--- src/rtl/mp3_pkg.sv ---
// mp3_pkg: definitions shared across the MP3 bitstream front end.
//   bitrd_state_t : bit reader FSM state (IDLE / RUN)
//   BITBUF_W      : width of the left-aligned bit buffer
//   BITS_N_W      : width of a bit-field request length (0..32)
//   LEVEL_W       : width of the buffer fill level (0..64)
package mp3_pkg;

   typedef enum logic [0:0] {
      IDLE = 1'b0,
      RUN  = 1'b1
   } bitrd_state_t;

   localparam int BITBUF_W = 64;
   localparam int BITS_N_W = 6;
   localparam int LEVEL_W  = 7;

endpackage

--- src/rtl/mp3_bitbuf.sv ---
// mp3_bitbuf: 64-bit left-aligned shift/insert buffer.
// Bit 63 is the next stream bit. Each cycle the buffer drops i_take bits
// from the top and, when i_ins_en is set, appends a 32-bit word directly
// below the bits that remain after that drop.
// Ports:
//   clk, rst    : clock, synchronous active-high reset
//   i_clr       : synchronous clear (stream restart), wins over take/insert
//   i_take      : bits consumed this cycle (never more than o_level)
//   i_ins_en    : append i_ins_word this cycle
//   i_ins_word  : word to append, MSB first
//   o_top       : upper 32 bits of the buffer (next 32 stream bits)
//   o_level     : number of valid bits held (0..64)
module mp3_bitbuf
   import mp3_pkg::*;
(
   input  logic               clk,
   input  logic               rst,
   input  logic               i_clr,
   input  logic [LEVEL_W-1:0] i_take,
   input  logic               i_ins_en,
   input  logic [31:0]        i_ins_word,
   output logic [31:0]        o_top,
   output logic [LEVEL_W-1:0] o_level
);

   logic [BITBUF_W-1:0] r_buf;
   logic [LEVEL_W-1:0]  r_level;

   logic [LEVEL_W-1:0]  w_level_after;
   logic [BITBUF_W-1:0] w_buf_shift;
   logic [BITBUF_W-1:0] w_ins;

   // Bits below the valid level are always zero, so a shifted-in word can
   // simply be OR-ed in under whatever survives this cycle's consumption.
   assign w_level_after = r_level - i_take;
   assign w_buf_shift   = r_buf << i_take;
   assign w_ins         = {i_ins_word, 32'h0} >> w_level_after;

   always_ff @(posedge clk) begin
      if (rst || i_clr) begin
         r_buf   <= '0;
         r_level <= '0;
      end else begin
         r_buf   <= w_buf_shift | (i_ins_en ? w_ins : '0);
         r_level <= w_level_after + (i_ins_en ? 7'd32 : 7'd0);
      end
   end

   assign o_top   = r_buf[63:32];
   assign o_level = r_level;

endmodule

--- src/rtl/mp3_bit_reader.sv ---
// mp3_bit_reader: bitstream front end for the MP3 decoder.
// Fetches 32-bit words from the source ROM (registered address, one-cycle
// read latency), buffers them in mp3_bitbuf and serves MSB-first bit fields
// of 0..32 bits, byte alignment and end-of-stream signalling.
// Ports:
//   clk, rst              : clock, synchronous active-high reset
//   start, start_addr     : pulse to (re)start streaming at start_addr
//   end_addr              : last valid word address, inclusive
//   rom_addr, rom_data    : ROM read port (data valid one cycle after addr)
//   bits_req, bits_n      : bit-field request and width (0..32)
//   align_req             : discard bits up to the next byte boundary
//   bits_ready            : request accepted this cycle (combinational)
//   bits_valid, bits_data : one-cycle result strobe, right-aligned field
//   bits_consumed         : bits consumed since start (wraps)
//   busy                  : FSM is in RUN
//   eos                   : stream exhausted, sticky until start/rst
//
// Handshake: a request (bits_req or align_req, never both) is held until
// bits_ready is high; the request is consumed on that clock edge. A bits_req
// acceptance produces bits_valid/bits_data on the following cycle; an
// align_req acceptance produces no result strobe.
`ifndef ADDRESS_WIDTH
`define ADDRESS_WIDTH 16
`endif
`ifndef DATA_WIDTH
`define DATA_WIDTH 32
`endif

module mp3_bit_reader
   import mp3_pkg::*;
#(
   parameter int ADDR_W = `ADDRESS_WIDTH,
   parameter int DATA_W = `DATA_WIDTH
) (
   input  logic                clk,
   input  logic                rst,
   input  logic                start,
   input  logic [ADDR_W-1:0]   start_addr,
   input  logic [ADDR_W-1:0]   end_addr,
   output logic [ADDR_W-1:0]   rom_addr,
   input  logic [DATA_W-1:0]   rom_data,
   input  logic                bits_req,
   input  logic [BITS_N_W-1:0] bits_n,
   input  logic                align_req,
   output logic                bits_ready,
   output logic                bits_valid,
   output logic [31:0]         bits_data,
   output logic [31:0]         bits_consumed,
   output logic                busy,
   output logic                eos
);

   bitrd_state_t        r_state;
   // One extra bit so the counter can step past end_addr without wrapping.
   logic [ADDR_W:0]     r_fetch_addr;
   logic [ADDR_W-1:0]   r_rom_addr;
   logic                r_v0;   // address issued, ROM still reading
   logic                r_v1;   // rom_data valid this cycle
   logic                r_valid;
   logic [31:0]         r_data;
   logic [31:0]         r_consumed;
   logic                r_eos;

   logic [31:0]         w_top;
   logic [LEVEL_W-1:0]  w_level;
   logic [1:0]          w_inflight;
   logic                w_exhausted;
   logic                w_drained;
   logic [BITS_N_W-1:0] w_n;
   logic [LEVEL_W-1:0]  w_n_ext;
   logic                w_ready;
   logic                w_accept;
   logic                w_short;
   logic [LEVEL_W-1:0]  w_take;
   logic                w_issue;
   logic [7:0]          w_fill;
   logic [31:0]         w_field;
   logic [BITS_N_W-1:0] w_rshift;

   assign w_inflight  = {1'b0, r_v0} + {1'b0, r_v1};
   assign w_exhausted = r_fetch_addr > {1'b0, end_addr};
   assign w_drained   = w_exhausted && (w_inflight == 2'd0);

   // Alignment length is (8 - consumed mod 8) mod 8, i.e. -consumed mod 8.
   assign w_n     = align_req ? {3'b000, 3'd0 - r_consumed[2:0]} : bits_n;
   assign w_n_ext = {1'b0, w_n};

   assign w_ready  = (r_state == RUN) && (bits_req || align_req) &&
                     ((w_level >= w_n_ext) || w_drained);
   // A simultaneous start restarts the stream, so the request is dropped.
   assign w_accept = w_ready && !start;
   assign w_short  = w_accept && (w_level < w_n_ext);
   assign w_take   = !w_accept ? '0 : (w_short ? w_level : w_n_ext);

   // Keep buffered plus in-flight data within one word of headroom so a
   // returning word always fits below what is left in the buffer.
   assign w_fill  = {1'b0, w_level} + {1'b0, w_inflight, 5'b0};
   assign w_issue = (r_state == RUN) && !start && !w_exhausted &&
                    (w_fill <= 8'd32);

   // Missing low bits on a short read come out as zero because the buffer
   // is zero below its level.
   assign w_rshift = 6'd32 - w_n;
   assign w_field  = (w_n == '0) ? 32'h0 : (w_top >> w_rshift);

   mp3_bitbuf u_bitbuf (
      .clk        (clk),
      .rst        (rst),
      .i_clr      (start),
      .i_take     (w_take),
      .i_ins_en   (r_v1),
      .i_ins_word (rom_data[31:0]),
      .o_top      (w_top),
      .o_level    (w_level)
   );

   always_ff @(posedge clk) begin
      if (rst) begin
         r_state      <= IDLE;
         r_fetch_addr <= '0;
         r_rom_addr   <= '0;
         r_v0         <= 1'b0;
         r_v1         <= 1'b0;
         r_valid      <= 1'b0;
         r_data       <= '0;
         r_consumed   <= '0;
         r_eos        <= 1'b0;
      end else begin
         r_valid <= 1'b0;
         if (start) begin
            r_state      <= RUN;
            r_fetch_addr <= {1'b0, start_addr};
            r_v0         <= 1'b0;
            r_v1         <= 1'b0;
            r_consumed   <= '0;
            r_eos        <= 1'b0;
         end else if (r_state == RUN) begin
            r_v0 <= w_issue;
            r_v1 <= r_v0;
            if (w_issue) begin
               r_rom_addr   <= r_fetch_addr[ADDR_W-1:0];
               r_fetch_addr <= r_fetch_addr + 1'b1;
            end
            if (w_accept) begin
               r_consumed <= r_consumed + {26'h0, w_n};
               if (bits_req) begin
                  r_valid <= 1'b1;
                  r_data  <= w_field;
               end
            end
            if (w_short || (w_drained && (w_level == '0))) begin
               r_eos   <= 1'b1;
               r_state <= IDLE;
            end
         end
      end
   end

   assign rom_addr      = r_rom_addr;
   assign bits_ready    = w_ready;
   assign bits_valid    = r_valid;
   assign bits_data     = r_data;
   assign bits_consumed = r_consumed;
   assign busy          = (r_state == RUN);
   assign eos           = r_eos;

endmodule
--- config.mk ---
export PLATFORM = sky130hd
export DESIGN_NAME = mp3_bit_reader
export DESIGN_NICKNAME = d
export VERILOG_FILES = /design/src/rtl/mp3_pkg.sv /design/src/rtl/mp3_bitbuf.sv /design/src/rtl/mp3_bit_reader.sv
export SDC_FILE = /design/constraint.sdc
export NUM_CORES = 1
export LEC_CHECK = 0
export BUFFER_PORTS_ARGS = -buffer_cell sky130_fd_sc_hd__buf_2
export CELL_PAD_IN_SITES_DETAIL_PLACEMENT = 1
export CELL_PAD_IN_SITES_GLOBAL_PLACEMENT = 2
export CORE_MARGIN = 3
export CORE_UTILIZATION = 38
export CTS_CLUSTER_SIZE = 10
export DETAILED_ROUTE_END_ITERATION = 7
export GPL_ROUTABILITY_DRIVEN = 1
export PLACE_DENSITY_LB_ADDON = 0.1
export SETUP_SLACK_MARGIN = 0.15
export SLEW_MARGIN = 10
export SYNTH_ARGS = -nofsm -noshare
export SYNTH_HDL_FRONTEND = slang
export SYNTH_SLANG_ARGS = --single-unit
--- constraint.sdc ---
create_clock -name clk -period 14.2 [get_ports clk]
set_input_delay 1.42 -clock clk [delete_from_list [all_inputs] [get_ports clk]]
set_output_delay 1.42 -clock clk [all_outputs]
set_load 0.02 [all_outputs]
==> flow_metrics.py <==
metrics = {
    "clock_network": {
        "cts_buffers": 17,
        "clkSinkCount": 173,
        "postCtsHoldBufs": 0,
        "htreeDepth": 4,
        "tritoncts": "built",
        "cts_setup_buffers": 0,
        "ctsResizeCount": 0,
        "cts.path.max_buffers": 2,
        "cts_root_buf": "clkbuf_16",
        "worst_skew_pair.late_latency_ns": 0.50,
        "clk_pin_slew_worst_paths_ns": 0.08,
    },
    "placement": {
        "hpwl_um": 61500,
        "gp_congestion": 1.00,
        "port_buffers": 158,
        "dp_cells": 2786,
    },
    "synth": {
        "synth-seq-cells": 173,
        "syn_nets": 2330,
        "synth.area.top_cells": "dfxtp_1 21%, mux2i_1 8.3%, nand2_1 5.6%, a21oi_1 5.0%, nor2_1 4.7%",
        "yosysTopAreaCellShare": 0.212,
        "synth.avg_cell_area_um2": 7.38,
        "synth-seq-area-share": 0.212,
        "synth_top_area_cell": "dfxtp_1",
        "ys_warn_count": 0,
        "synth_edf_count": 0,
        "synthesis.area_um2": 16300,
        "synthCells": 2211,
        "synthArstFlopShare": 0,
        "synth_ff_type": "dfxtp_1",
        "yosysUniqueCellTypes": 92,
    },
    "global_route": {
        "gr-usage-met2": 0.550,
        "met1_usage": 0.472,
        "grtUsageMet3": 0.0763,
        "grtUsageTotal": 0.353,
        "grt_first_pass_wirelength_um": 121000,
        "grt_pass1_vias": 18700,
        "busiest_layer": "met2",
        "grt_max_degree": 67,
        "antenna_found_initial": 1,
        "grt_overflow_total": 0,
    },
    "pwr": {
        "p_clk_frac": 0.330,
        "p_leak_nw": 7.20,
        "switching_power_w": 0.000616,
        "ir_worst_vdd_mv": 0.0650,
        "p_int_w": 0.000880,
        "swShare": 0.412,
        "pwr_density_cell_nw_per_um2": 82.3,
        "p_comb_frac": 0.332,
        "pwr-share-seq": 0.338,
    },
    "critical_path": {
        "crit_required_ns": 14.59,
        "crit_fanout": 31,
        "startpoint_type": "input pin",
        "rr_worst_depth": 24,
        "crit_type": "input pin to flop",
        "worst_r2r_startpoint": "bits_consumed[0]",
        "ff2ff_setup_slack_ns": 6.13,
        "worst_setup_path_end_kind": "flop",
        "worst-endpoint-arrival_ns": 9.17,
        "rr_endpoint": "u_bitbuf.r_buf[60]",
    },
    "min_path": {
        "hold_class": "flop to flop",
        "min_path_cells": 2,
        "min_from": "bits_data[27]",
        "holdPathEnd": "bits_data[27]",
    },
    "routing": {
        "drtPass1Iterations": 7,
        "drc_errors": 0,
        "num_vias": 19100,
        "via_per_inst": 6.78,
        "wl_per_cell_um": 29.2,
        "wirelength_um": 82300,
        "drt_iter0_markers": 2099,
        "detail-route-antenna-nets": 0,
    },
    "cells_and_area": {
        "final_cells": 2819,
        "nets": 2385,
        "drive_gt1_frac": 0.156,
        "syn2layout_area_growth_pct": 11.5,
    },
    "die": {
        "core.rowCount": 75,
        "die_area_um2": 45400,
        "die_h_um": 213,
        "io_pins": 159,
        "die_w_um": 213,
        "start_util": 0.387,
        "coreArea_um2": 42100,
    },
    "sta": {
        "rsz0062_at_grt": "no",
        "hold_viol_final": 0,
        "fmax_ghz": 0.114,
        "period_share": 0.618,
        "finalCriticalPeriod_ns": 8.78,
        "setup_viol": 0,
        "maxSlewHeadroom": 0.150,
        "slew_violations": 0,
        "fin_skew_ns": 0.0172,
        "setup_tns_ns": 0,
        "tightest_slew_ns": 1.27,
    },
    "job": {
        "cap_violations": 0,
    },
    "outcome": {
        "status": "completed",
    },
}
critical path: stages:
cell	delay [ns]
buf_2	0.20
mux2i_4	0.26
buf_4	0.37
inv_2	0.29
ha_1	0.29
nor2b_1	0.17
o21bai_1	0.21
a21oi_4	0.36
a21boi_4	0.08
buf_4	0.26
nand2_1	0.31
buf_4	0.41
and2_1	0.83
inv_2	0.55
ha_1	0.56
a21boi_0	0.18
or2_2	0.31
a311oi_1	0.56
or2_2	0.57
nor2_1	0.32
nand3_1	0.23
nand2_1	0.08
o211a_1	0.26
worst max-delay path by stage:
stage          startpoint            endpoint  slack (ns)  cells after the start
6_report        align_req  u_bitbuf.r_buf[60]        5.42                     23
3_5_place_dp    align_req  u_bitbuf.r_buf[60]        5.11                     23
4_1_cts         align_req  u_bitbuf.r_buf[60]        5.61                     23
3_3_place_gp    align_req  u_bitbuf.r_buf[60]        5.30                     23
5_1_grt         align_req  u_bitbuf.r_buf[61]        5.02                     23
2_1_floorplan   align_req  u_bitbuf.r_buf[32]        6.85                     26
per-layer routing:
layer	wire, µm	share of wire
met1	34800	0.42
met2	36300	0.44
met3	7640	0.093
met4	3590	0.044
met5	0	0
per-stage QoR:
step                      worst slack (ns)  instance area [µm²]  hold slack [ns]  total power [W]  utilization
after floorplan                       6.85                16300            0.466         0.000832            -
after detailed placement              5.11                17600            0.441         0.000999        0.417
after global routing                  5.02                18200            0.471          0.00156        0.432
after global placement                5.30                17600            0.432         0.000993        0.417
after CTS                             5.61                18200            0.462          0.00150        0.432
final                                 5.42                18200            0.456          0.00150        0.432
cell usage after synthesis, types with 17 or more instances:
cell type,count
a211oi_1,38
mux4_2,18
o21ai_0,144
buf_2,36
a31oi_1,33
a32oi_1,25
nand4_1,17
o22ai_1,54
o221ai_1,25
clkbuf_1,122
nor3_1,52
a21oi_1,163
and3_1,28
inv_1,78
mux2_2,33
nor2_1,205
dfxtp_1,173
nand2_1,242
ha_1,41
xnor2_1,26
nand3_1,81
mux2i_1,135
o211ai_1,39
a221oi_1,34
a22oi_1,38
a21o_1,17
placed cells by master, fill, tap and decap left out, types with 34 or more instances in the layout:
cell type,n
inv_1,78
o211ai_1,39
o21ai_0,144
nand2_1,242
ha_1,40
a211oi_1,38
nand3_1,81
dfxtp_1,173
nor2_1,202
mux2i_1,133
a22oi_1,38
nor3_1,52
o22ai_1,54
a221oi_1,34
a21oi_1,159
buf_4,58
buf_2,158
power groups by stage:
stage / Combinational, W / Sequential (W) / Clock (W)
floorplan: 0.000319 / 0.000513 / 0
global placement: 0.000477 / 0.000517 / 0
detailed placement: 0.000482 / 0.000517 / 0
CTS: 0.000484 / 0.000506 / 0.000506
global route: 0.000524 / 0.000507 / 0.000524
finish: 0.000496 / 0.000506 / 0.000494
cell type report:
cell class | count | area [µm²]
clock inverters | 15 | 171
clock buffers | 17 | 425
well taps | 539 | 674
flip-flops and latches | 173 | 3460
inverters | 85 | 319
fillers | 5243 | 23900
repair buffers | 216 | 1230
multi-input cells | 1773 | 11900
diodes | 1 | 2.50
registers in the layout (all words and copies together), names as in the netlist:
register,cells
r_v0,1
u_bitbuf.r_buf,64
u_bitbuf.o_level,7
eos,1
bits_consumed,32
bits_valid,1
rom_addr,16
busy,1
r_v1,1
r_fetch_addr,17
bits_data,32
cell families after synthesis:
kind of cell | after synthesis | share of synthesized area
AOI/OAI and AO/OA | 794 | 0.337
and+or+nand+nor | 710 | 0.198
buffers and inverters | 265 | 0.0658
muxes | 186 | 0.131
DFF | 173 | 0.212
adders and majority gates | 44 | 0.0351
xor gates and xnor gates | 39 | 0.0209
Note: power is estimated with default switching activity, not from simulation.
